### config.mk
export PLATFORM = sky130hd
export DESIGN_NAME = seq_round_judge_flat
export DESIGN_NICKNAME = d
export VERILOG_FILES = /design/src/rtl/seq_round_judge_if.sv /design/src/rtl/seq_round_judge.sv /design/src/flat_wrapper.sv
export SDC_FILE = /design/constraint.sdc
export NUM_CORES = 1
export LEC_CHECK = 0
export ABC_AREA = 1
export BUFFER_PORTS_ARGS = -buffer_cell sky130_fd_sc_hd__buf_2
export CAP_MARGIN = 20
export CORE_ASPECT_RATIO = 1.2
export CORE_MARGIN = 2
export CORE_UTILIZATION = 30
export DETAILED_ROUTE_END_ITERATION = 8
export PLACE_DENSITY = 0.55
export SLEW_MARGIN = 10
export SYNTH_ARGS = -nofsm -noshare
export SYNTH_HDL_FRONTEND = slang
export SYNTH_SLANG_ARGS = --single-unit
### constraint.sdc
create_clock -name Clk -period 3.85 [get_ports Clk]
set_clock_uncertainty 0.1 [all_clocks]
set_input_delay 0 -clock Clk [delete_from_list [all_inputs] [get_ports Clk]]
set_output_delay 0 -clock Clk [all_outputs]
set_load 0.01 [all_outputs]
### src/rtl/seq_round_judge_if.sv
// seq_round_judge_if: game-control, target, guess and score/decision signals
// between the upstream RNG/input capture, the round judge and the display stage.
//   master : drives Start/Stop, RngVal/RngVld, PAVal/PAVld, PBVal/PBVld;
//            observes scores, Round, TimeLeft, RoundDone, Busy, WinA/WinB/Tie
//   slave  : the judge (mirror of master)
interface seq_round_judge_if #(parameter int TW = 8);
  logic          Start, Stop;
  logic [3:0]    RngVal;
  logic          RngVld;
  logic [3:0]    PAVal;
  logic          PAVld;
  logic [3:0]    PBVal;
  logic          PBVld;
  logic [3:0]    ScoreA, ScoreB, Round;
  logic [TW-1:0] TimeLeft;
  logic          RoundDone, Busy, WinA, WinB, Tie;

  modport master (
    output Start, Stop, RngVal, RngVld, PAVal, PAVld, PBVal, PBVld,
    input  ScoreA, ScoreB, Round, TimeLeft, RoundDone, Busy, WinA, WinB, Tie
  );
  modport slave (
    input  Start, Stop, RngVal, RngVld, PAVal, PAVld, PBVal, PBVld,
    output ScoreA, ScoreB, Round, TimeLeft, RoundDone, Busy, WinA, WinB, Tie
  );
endinterface

### src/rtl/seq_round_judge.sv
// seq_round_judge: scoring/decision stage of the two-player timed
// sequence-matching game. Runs ROUNDS timed rounds, scores each player's
// first guess per round against the latched target digit and produces the
// final WinA/WinB/Tie decision.
// Ports:
//   Clk  - rising-edge clock
//   Rst  - synchronous active-low reset
//   bus  - seq_round_judge_if.slave (game control, target, guesses, results)
// Build option: FIRST_BONUS_EN - first correct guess of a round earns +2,
//   a later correct guess by the other player +1 (default: every hit +1).
module seq_round_judge #(
  parameter int ROUNDS  = 4,
  parameter int TIMEOUT = 50,
  parameter int TW      = 8
) (
  input  logic Clk,
  input  logic Rst,
  seq_round_judge_if.slave bus
);

  typedef enum logic [2:0] {S_IDLE, S_WAIT, S_GUESS, S_SETTLE, S_OVER} state_t;

  localparam logic [4:0] ROUNDS_W = 5'(ROUNDS);

  state_t        state_q;
  logic [3:0]    score_a_q, score_b_q, round_q, target_q;
  logic [TW-1:0] tl_q;
  logic          lock_a_q, lock_b_q, first_q;
  logic          done_q, win_a_q, win_b_q, tie_q;

  logic          take_a, take_b, hit_a, hit_b;
  logic          lock_a_d, lock_b_d, busy, last_round, go_over;
  logic [3:0]    inc_a, inc_b, score_a_d, score_b_d;
  logic [TW-1:0] tl_dec;

  function automatic logic [3:0] sat_add(input logic [3:0] a, input logic [3:0] b);
    logic [4:0] s;
    s = {1'b0, a} + {1'b0, b};
    return s[4] ? 4'hF : s[3:0];
  endfunction

  always_comb begin
    take_a    = bus.PAVld & ~lock_a_q;
    take_b    = bus.PBVld & ~lock_b_q;
    hit_a     = take_a & (bus.PAVal == target_q);
    hit_b     = take_b & (bus.PBVal == target_q);
    lock_a_d  = lock_a_q | take_a;
    lock_b_d  = lock_b_q | take_b;
    tl_dec    = tl_q - 1'b1;
`ifdef FIRST_BONUS_EN
    // Simultaneous first hits both count as "first".
    inc_a     = hit_a ? (first_q ? 4'd1 : 4'd2) : 4'd0;
    inc_b     = hit_b ? (first_q ? 4'd1 : 4'd2) : 4'd0;
`else
    inc_a     = {3'b000, hit_a};
    inc_b     = {3'b000, hit_b};
`endif
    score_a_d = sat_add(score_a_q, inc_a);
    score_b_d = sat_add(score_b_q, inc_b);
  end

  assign busy       = (state_q == S_WAIT) || (state_q == S_GUESS) || (state_q == S_SETTLE);
  assign last_round = ({1'b0, round_q} + 5'd1) == ROUNDS_W;
  // Stop beats everything else, including the SETTLE bookkeeping.
  assign go_over    = (busy && bus.Stop) || (state_q == S_SETTLE && last_round);

  always_ff @(posedge Clk) begin
    if (!Rst) begin
      state_q   <= S_IDLE;
      score_a_q <= '0;
      score_b_q <= '0;
      round_q   <= '0;
      target_q  <= '0;
      tl_q      <= '0;
      lock_a_q  <= 1'b0;
      lock_b_q  <= 1'b0;
      first_q   <= 1'b0;
      done_q    <= 1'b0;
      win_a_q   <= 1'b0;
      win_b_q   <= 1'b0;
      tie_q     <= 1'b0;
    end else begin
      done_q <= 1'b0;
      case (state_q)
        S_IDLE: if (bus.Start) begin
          score_a_q <= '0;
          score_b_q <= '0;
          round_q   <= '0;
          state_q   <= S_WAIT;
        end
        S_WAIT: if (!bus.Stop && bus.RngVld) begin
          target_q <= bus.RngVal;
          tl_q     <= TW'(TIMEOUT);
          lock_a_q <= 1'b0;
          lock_b_q <= 1'b0;
          first_q  <= 1'b0;
          state_q  <= S_GUESS;
        end
        S_GUESS: if (!bus.Stop) begin
          score_a_q <= score_a_d;
          score_b_q <= score_b_d;
          lock_a_q  <= lock_a_d;
          lock_b_q  <= lock_b_d;
          first_q   <= first_q | hit_a | hit_b;
          // TimeLeft is forced to 0 on exit so it reads 0 outside GUESS.
          if ((lock_a_d && lock_b_d) || tl_dec == '0) begin
            tl_q    <= '0;
            state_q <= S_SETTLE;
          end else begin
            tl_q <= tl_dec;
          end
        end
        S_SETTLE: if (!bus.Stop) begin
          done_q  <= 1'b1;
          round_q <= round_q + 4'd1;
          state_q <= S_WAIT;
        end
        S_OVER: if (!bus.Start) begin
          win_a_q <= 1'b0;
          win_b_q <= 1'b0;
          tie_q   <= 1'b0;
          state_q <= S_IDLE;
        end
        default: state_q <= S_IDLE;
      endcase
      // Scores cannot change on the edge that enters GAME_OVER, so the
      // decision is taken from the current score registers.
      if (go_over) begin
        state_q <= S_OVER;
        tl_q    <= '0;
        win_a_q <= score_a_q > score_b_q;
        win_b_q <= score_b_q > score_a_q;
        tie_q   <= score_a_q == score_b_q;
      end
    end
  end

  assign bus.ScoreA    = score_a_q;
  assign bus.ScoreB    = score_b_q;
  assign bus.Round     = round_q;
  assign bus.TimeLeft  = tl_q;
  assign bus.RoundDone = done_q;
  assign bus.Busy      = busy;
  assign bus.WinA      = win_a_q;
  assign bus.WinB      = win_b_q;
  assign bus.Tie       = tie_q;

endmodule

### src/flat_wrapper.sv
// flat-port wrapper written by rule: the top's interface ports become plain ports
module seq_round_judge_flat 
#(
  parameter int ROUNDS  = 4,
  parameter int TIMEOUT = 50,
  parameter int TW      = 8
)
  (Clk, Rst, bus_Start, bus_Stop, bus_RngVal, bus_RngVld, bus_PAVal, bus_PAVld, bus_PBVal, bus_PBVld, bus_ScoreA, bus_ScoreB, bus_Round, bus_TimeLeft, bus_RoundDone, bus_Busy, bus_WinA, bus_WinB, bus_Tie);
  seq_round_judge_if #(.TW(TW)) bus_i ();
  input  logic Clk;
  input  logic Rst;
  input wire logic [$bits(bus_i.Start)-1:0] bus_Start;
  input wire logic [$bits(bus_i.Stop)-1:0] bus_Stop;
  input wire logic [$bits(bus_i.RngVal)-1:0] bus_RngVal;
  input wire logic [$bits(bus_i.RngVld)-1:0] bus_RngVld;
  input wire logic [$bits(bus_i.PAVal)-1:0] bus_PAVal;
  input wire logic [$bits(bus_i.PAVld)-1:0] bus_PAVld;
  input wire logic [$bits(bus_i.PBVal)-1:0] bus_PBVal;
  input wire logic [$bits(bus_i.PBVld)-1:0] bus_PBVld;
  output wire logic [$bits(bus_i.ScoreA)-1:0] bus_ScoreA;
  output wire logic [$bits(bus_i.ScoreB)-1:0] bus_ScoreB;
  output wire logic [$bits(bus_i.Round)-1:0] bus_Round;
  output wire logic [$bits(bus_i.TimeLeft)-1:0] bus_TimeLeft;
  output wire logic [$bits(bus_i.RoundDone)-1:0] bus_RoundDone;
  output wire logic [$bits(bus_i.Busy)-1:0] bus_Busy;
  output wire logic [$bits(bus_i.WinA)-1:0] bus_WinA;
  output wire logic [$bits(bus_i.WinB)-1:0] bus_WinB;
  output wire logic [$bits(bus_i.Tie)-1:0] bus_Tie;
  assign bus_i.Start = bus_Start;
  assign bus_i.Stop = bus_Stop;
  assign bus_i.RngVal = bus_RngVal;
  assign bus_i.RngVld = bus_RngVld;
  assign bus_i.PAVal = bus_PAVal;
  assign bus_i.PAVld = bus_PAVld;
  assign bus_i.PBVal = bus_PBVal;
  assign bus_i.PBVld = bus_PBVld;
  assign bus_ScoreA = bus_i.ScoreA;
  assign bus_ScoreB = bus_i.ScoreB;
  assign bus_Round = bus_i.Round;
  assign bus_TimeLeft = bus_i.TimeLeft;
  assign bus_RoundDone = bus_i.RoundDone;
  assign bus_Busy = bus_i.Busy;
  assign bus_WinA = bus_i.WinA;
  assign bus_WinB = bus_i.WinB;
  assign bus_Tie = bus_i.Tie;
  seq_round_judge #(.ROUNDS(ROUNDS), .TIMEOUT(TIMEOUT), .TW(TW)) u_core (.Clk(Clk), .Rst(Rst), .bus(bus_i));
endmodule
==> impl_metrics.tcl <==
set metrics [dict create \
    grt_max_degree 18 \
    cts_buffers 5 \
    initial_core_util_pct 31.08 \
    core-area_um2 6446 \
    slowest_stage "dlygate4sd3_1" \
    cp_data_arrival_time_ns 2.33 \
    cp-end-kind "flip-flop" \
    synth_top_area_share_pct 32.98 \
    p_per_area_nw_per_um2 466.3 \
    die_area_um2 7350 \
    ctsHtreeMaxLevel 2 \
    syn-cell-area_um2 2003 \
    clock_path_buffers 2 \
    slew_headroom_pct 64.24 \
    register_area_um2 660.6 \
    cts_tree "built" \
    syn_nets 309 \
    hp-class "input port to flip-flop" \
    synth.distinct_cells 38 \
    crit_path_frequent_cell "inv_1" \
    hold_viol 0 \
    status "complete, no violations" \
    via_per_inst 4.733 \
    synth_warnings 0 \
    rrSetupSlack_ns 1.59 \
    post-route-period-util_pct 58.65 \
    routedWlPerCell_um 11.79 \
    timing.final.max_slew_violations 0 \
    crit_fanout 7 \
    drive_above_1_share_pct 22.46 \
    critPathCapture "u_core.target_q[3]$_SDFFE_PN0P_" \
    max_stage_delay_ns 0.57 \
    dpl.hpwl_um 3777 \
    rsz0062_at_grt "false" \
    syn2layout_area_growth_pct 24.05 \
    drv_cap 0 \
    whs_ns 0.07267 \
    fin_nets 366 \
    fin_ws_ns 1.592 \
    p_total_mw 1.159 \
    reg2reg_to "u_core.target_q[3]$_SDFFE_PN0P_" \
    overflow 0 \
    routabilityCongestion 0.8011 \
    synth_top_area_cell "dfxtp_1" \
    period_needed_ns 2.258 \
    drtIter0Drc 71 \
    cellLeakagePower_nw 1.154 \
    first_global_vias 1822 \
    placedCellCount 402 \
    die_h_um 93.52 \
    grt_pass1_wl_um 8349 \
    syn_avg_cell_area_um2 7.206 \
    clock-sinks 33 \
    ant_nets 0 \
    stdcell_count 419 \
    cp_data_required_time_ns 3.92 \
    worst_slew_pin_slew_ns 0.5331 \
    criticalPathCategory "flip-flop to flip-flop" \
    netlist_instances 278 \
    critical_path.startpoint_type "flip-flop" \
    grt_antenna_before_repair 0 \
    drcViolationCount 0 \
    firstDrtPassIters 4 \
    wl_um 4940 \
    nFillCells 696 \
    place_ws_ns 1.635 \
    yosysSeqAreaShare_pct 32.98 \
    rows 32 \
    clkSlewWorstSetupHoldPaths_ns 0.07 \
    crit_path_cell_trace "inv_1, nor3_2, inv_1, nor3_1, inv_1, o21ai_0, dlygate4sd3_1, a21oi_1" \
    clock.fmax_mhz 442.9 \
    setup_viol_count_final 0 \
    io_pins 44 \
    io_buffer_count 43 \
    ff2ff_path_depth 8 \
    multi_input_area_um2 1174 \
    r2r-start "u_core.state_q[0]$_SDFFE_PP0P_" \
    diodes 0 \
    cts_root_buf "clkbuf_8" \
    finalSetupTns_ns 0 \
    synth-seq-cells 33 \
    startpoint "u_core.state_q[0]$_SDFFE_PP0P_" \
    die_x_um 78.60 \
    insertion_delay_ns 0.28 \
    track_usage_pct 14.15 \
    max-vdd-ir-drop_mv 0.2086 \
    ys_top_cells_by_area "dfxtp_1, nand2_1, a21oi_1" \
    cts_resized 0 \
    vias 1983 \
]
logic make-up after synthesis:
logic type      synth area share, %
buf+inv                       8.432
fa+ha+maj                     7.495
flops                         32.98
compound gates                16.68
xor+xnor                      2.623
simple gates                  31.79
registers in the layout, summed over array words and instances, names as in the netlist:
signal                flops
u_core.target_q           4
u_core.lock_b_q           1
u_core.lock_a_q           1
u_core.bus.ScoreA         4
u_core.state_q            3
u_core.bus.Round          4
u_core.bus.WinB           1
u_core.bus.TimeLeft       8
u_core.bus.WinA           1
u_core.bus.Tie            1
u_core.bus.ScoreB         4
u_core.bus.RoundDone      1
placed cells by master (no fill, tap or decap), types with 11 or more instances in the layout:
| cell | count |
|---|---|
| nor2_1 | 24 |
| buf_2 | 43 |
| dlygate4sd3_1 | 11 |
| ha_1 | 12 |
| dfxtp_1 | 33 |
| inv_1 | 32 |
| a21oi_1 | 32 |
| nand2_1 | 50 |
| nand3_1 | 15 |
| o21ai_0 | 18 |
stage by stage:
stage          area (um2)  util, %
5_1_grt              2485    38.55
3_5_place_dp         2301    35.69
2_1_floorplan        2003        -
6_report             2485    38.55
4_1_cts              2485    38.55
3_3_place_gp         2301    35.69
power breakdown:
group	switching, mW	internal [mW]	total (mW)
Clock	0.123	0.119	0.241
Sequential	0.0478	0.380	0.427
Combinational	0.309	0.180	0.490
synthesized netlist by cell type:
master,instances
xnor2_1,1
o211ai_1,3
nand2_2,3
inv_4,1
nand3b_1,3
nand2_1,50
nor2_4,4
a32o_1,1
nor3_2,4
nor4_1,1
nor2_2,4
nor3_1,5
dfxtp_1,33
buf_6,1
o21ai_1,2
o21ai_0,18
and3_1,1
a211oi_1,1
xor2_1,5
clkinv_1,1
or2_2,1
nand3_4,1
ha_1,12
nor2_8,1
a2111oi_0,1
a21oi_2,1
nand4_1,4
clkbuf_1,2
o2111ai_1,1
or2_1,1
nand3_2,2
a21oi_1,32
inv_1,32
inv_2,4
nand3_1,15
nor2_1,24
buf_2,1
o31ai_1,1
how the worst min path moves through the flow:
stage | depth (start not counted) | startpoint | end | slack (ns)
2_1_floorplan | 2 | bus_RngVal[2] | u_core.target_q[2]$_SDFFE_PN0P_ | 0.03
3_3_place_gp | 3 | bus_RngVal[2] | u_core.target_q[2]$_SDFFE_PN0P_ | 0.14
3_5_place_dp | 3 | bus_RngVal[2] | u_core.target_q[2]$_SDFFE_PN0P_ | 0.15
4_1_cts | 5 | bus_Start | u_core.state_q[2]$_SDFFE_PN0P_ | 0.07
5_1_grt | 5 | bus_Start | u_core.bus.WinA$_SDFFE_PN0P_ | 0.10
6_report | 5 | bus_Start | u_core.state_q[2]$_SDFFE_PN0P_ | 0.07
what timing repair did:
action                     4_1_cts  5_1_grt
setup endpoints to repair        0        0
hold buffers                    11        0
buffers inserted                 0        0
hold endpoints to repair         9        0
area by class of cell:
cell class                 count  area share, %
multi-input combinational    203          47.23
sequential                    33          26.59
timing repair buffer          54          13.09
inverter                      38          5.841
tap                           85          4.280
clock buffer                   5          2.769
clock inverter                 1         0.2014
metal layers:
layer	wire length [um]	track usage (%)	part of all wire (%)
met4	46	3.801	0.93
met2	2441	24.00	49
met5	0	0	0
met1	2273	18.22	46
met3	178	2.799	3.6
critical path, delay by kind of cell, from the launching register on:
| family | cells | cell delay, ns |
|---|---|---|
| buf+inv | 4 | 0.95 |
| compound gates | 2 | 0.24 |
| simple gates | 2 | 0.45 |
| flops | 1 | 0.41 |
(Power assumes the default switching activity.)
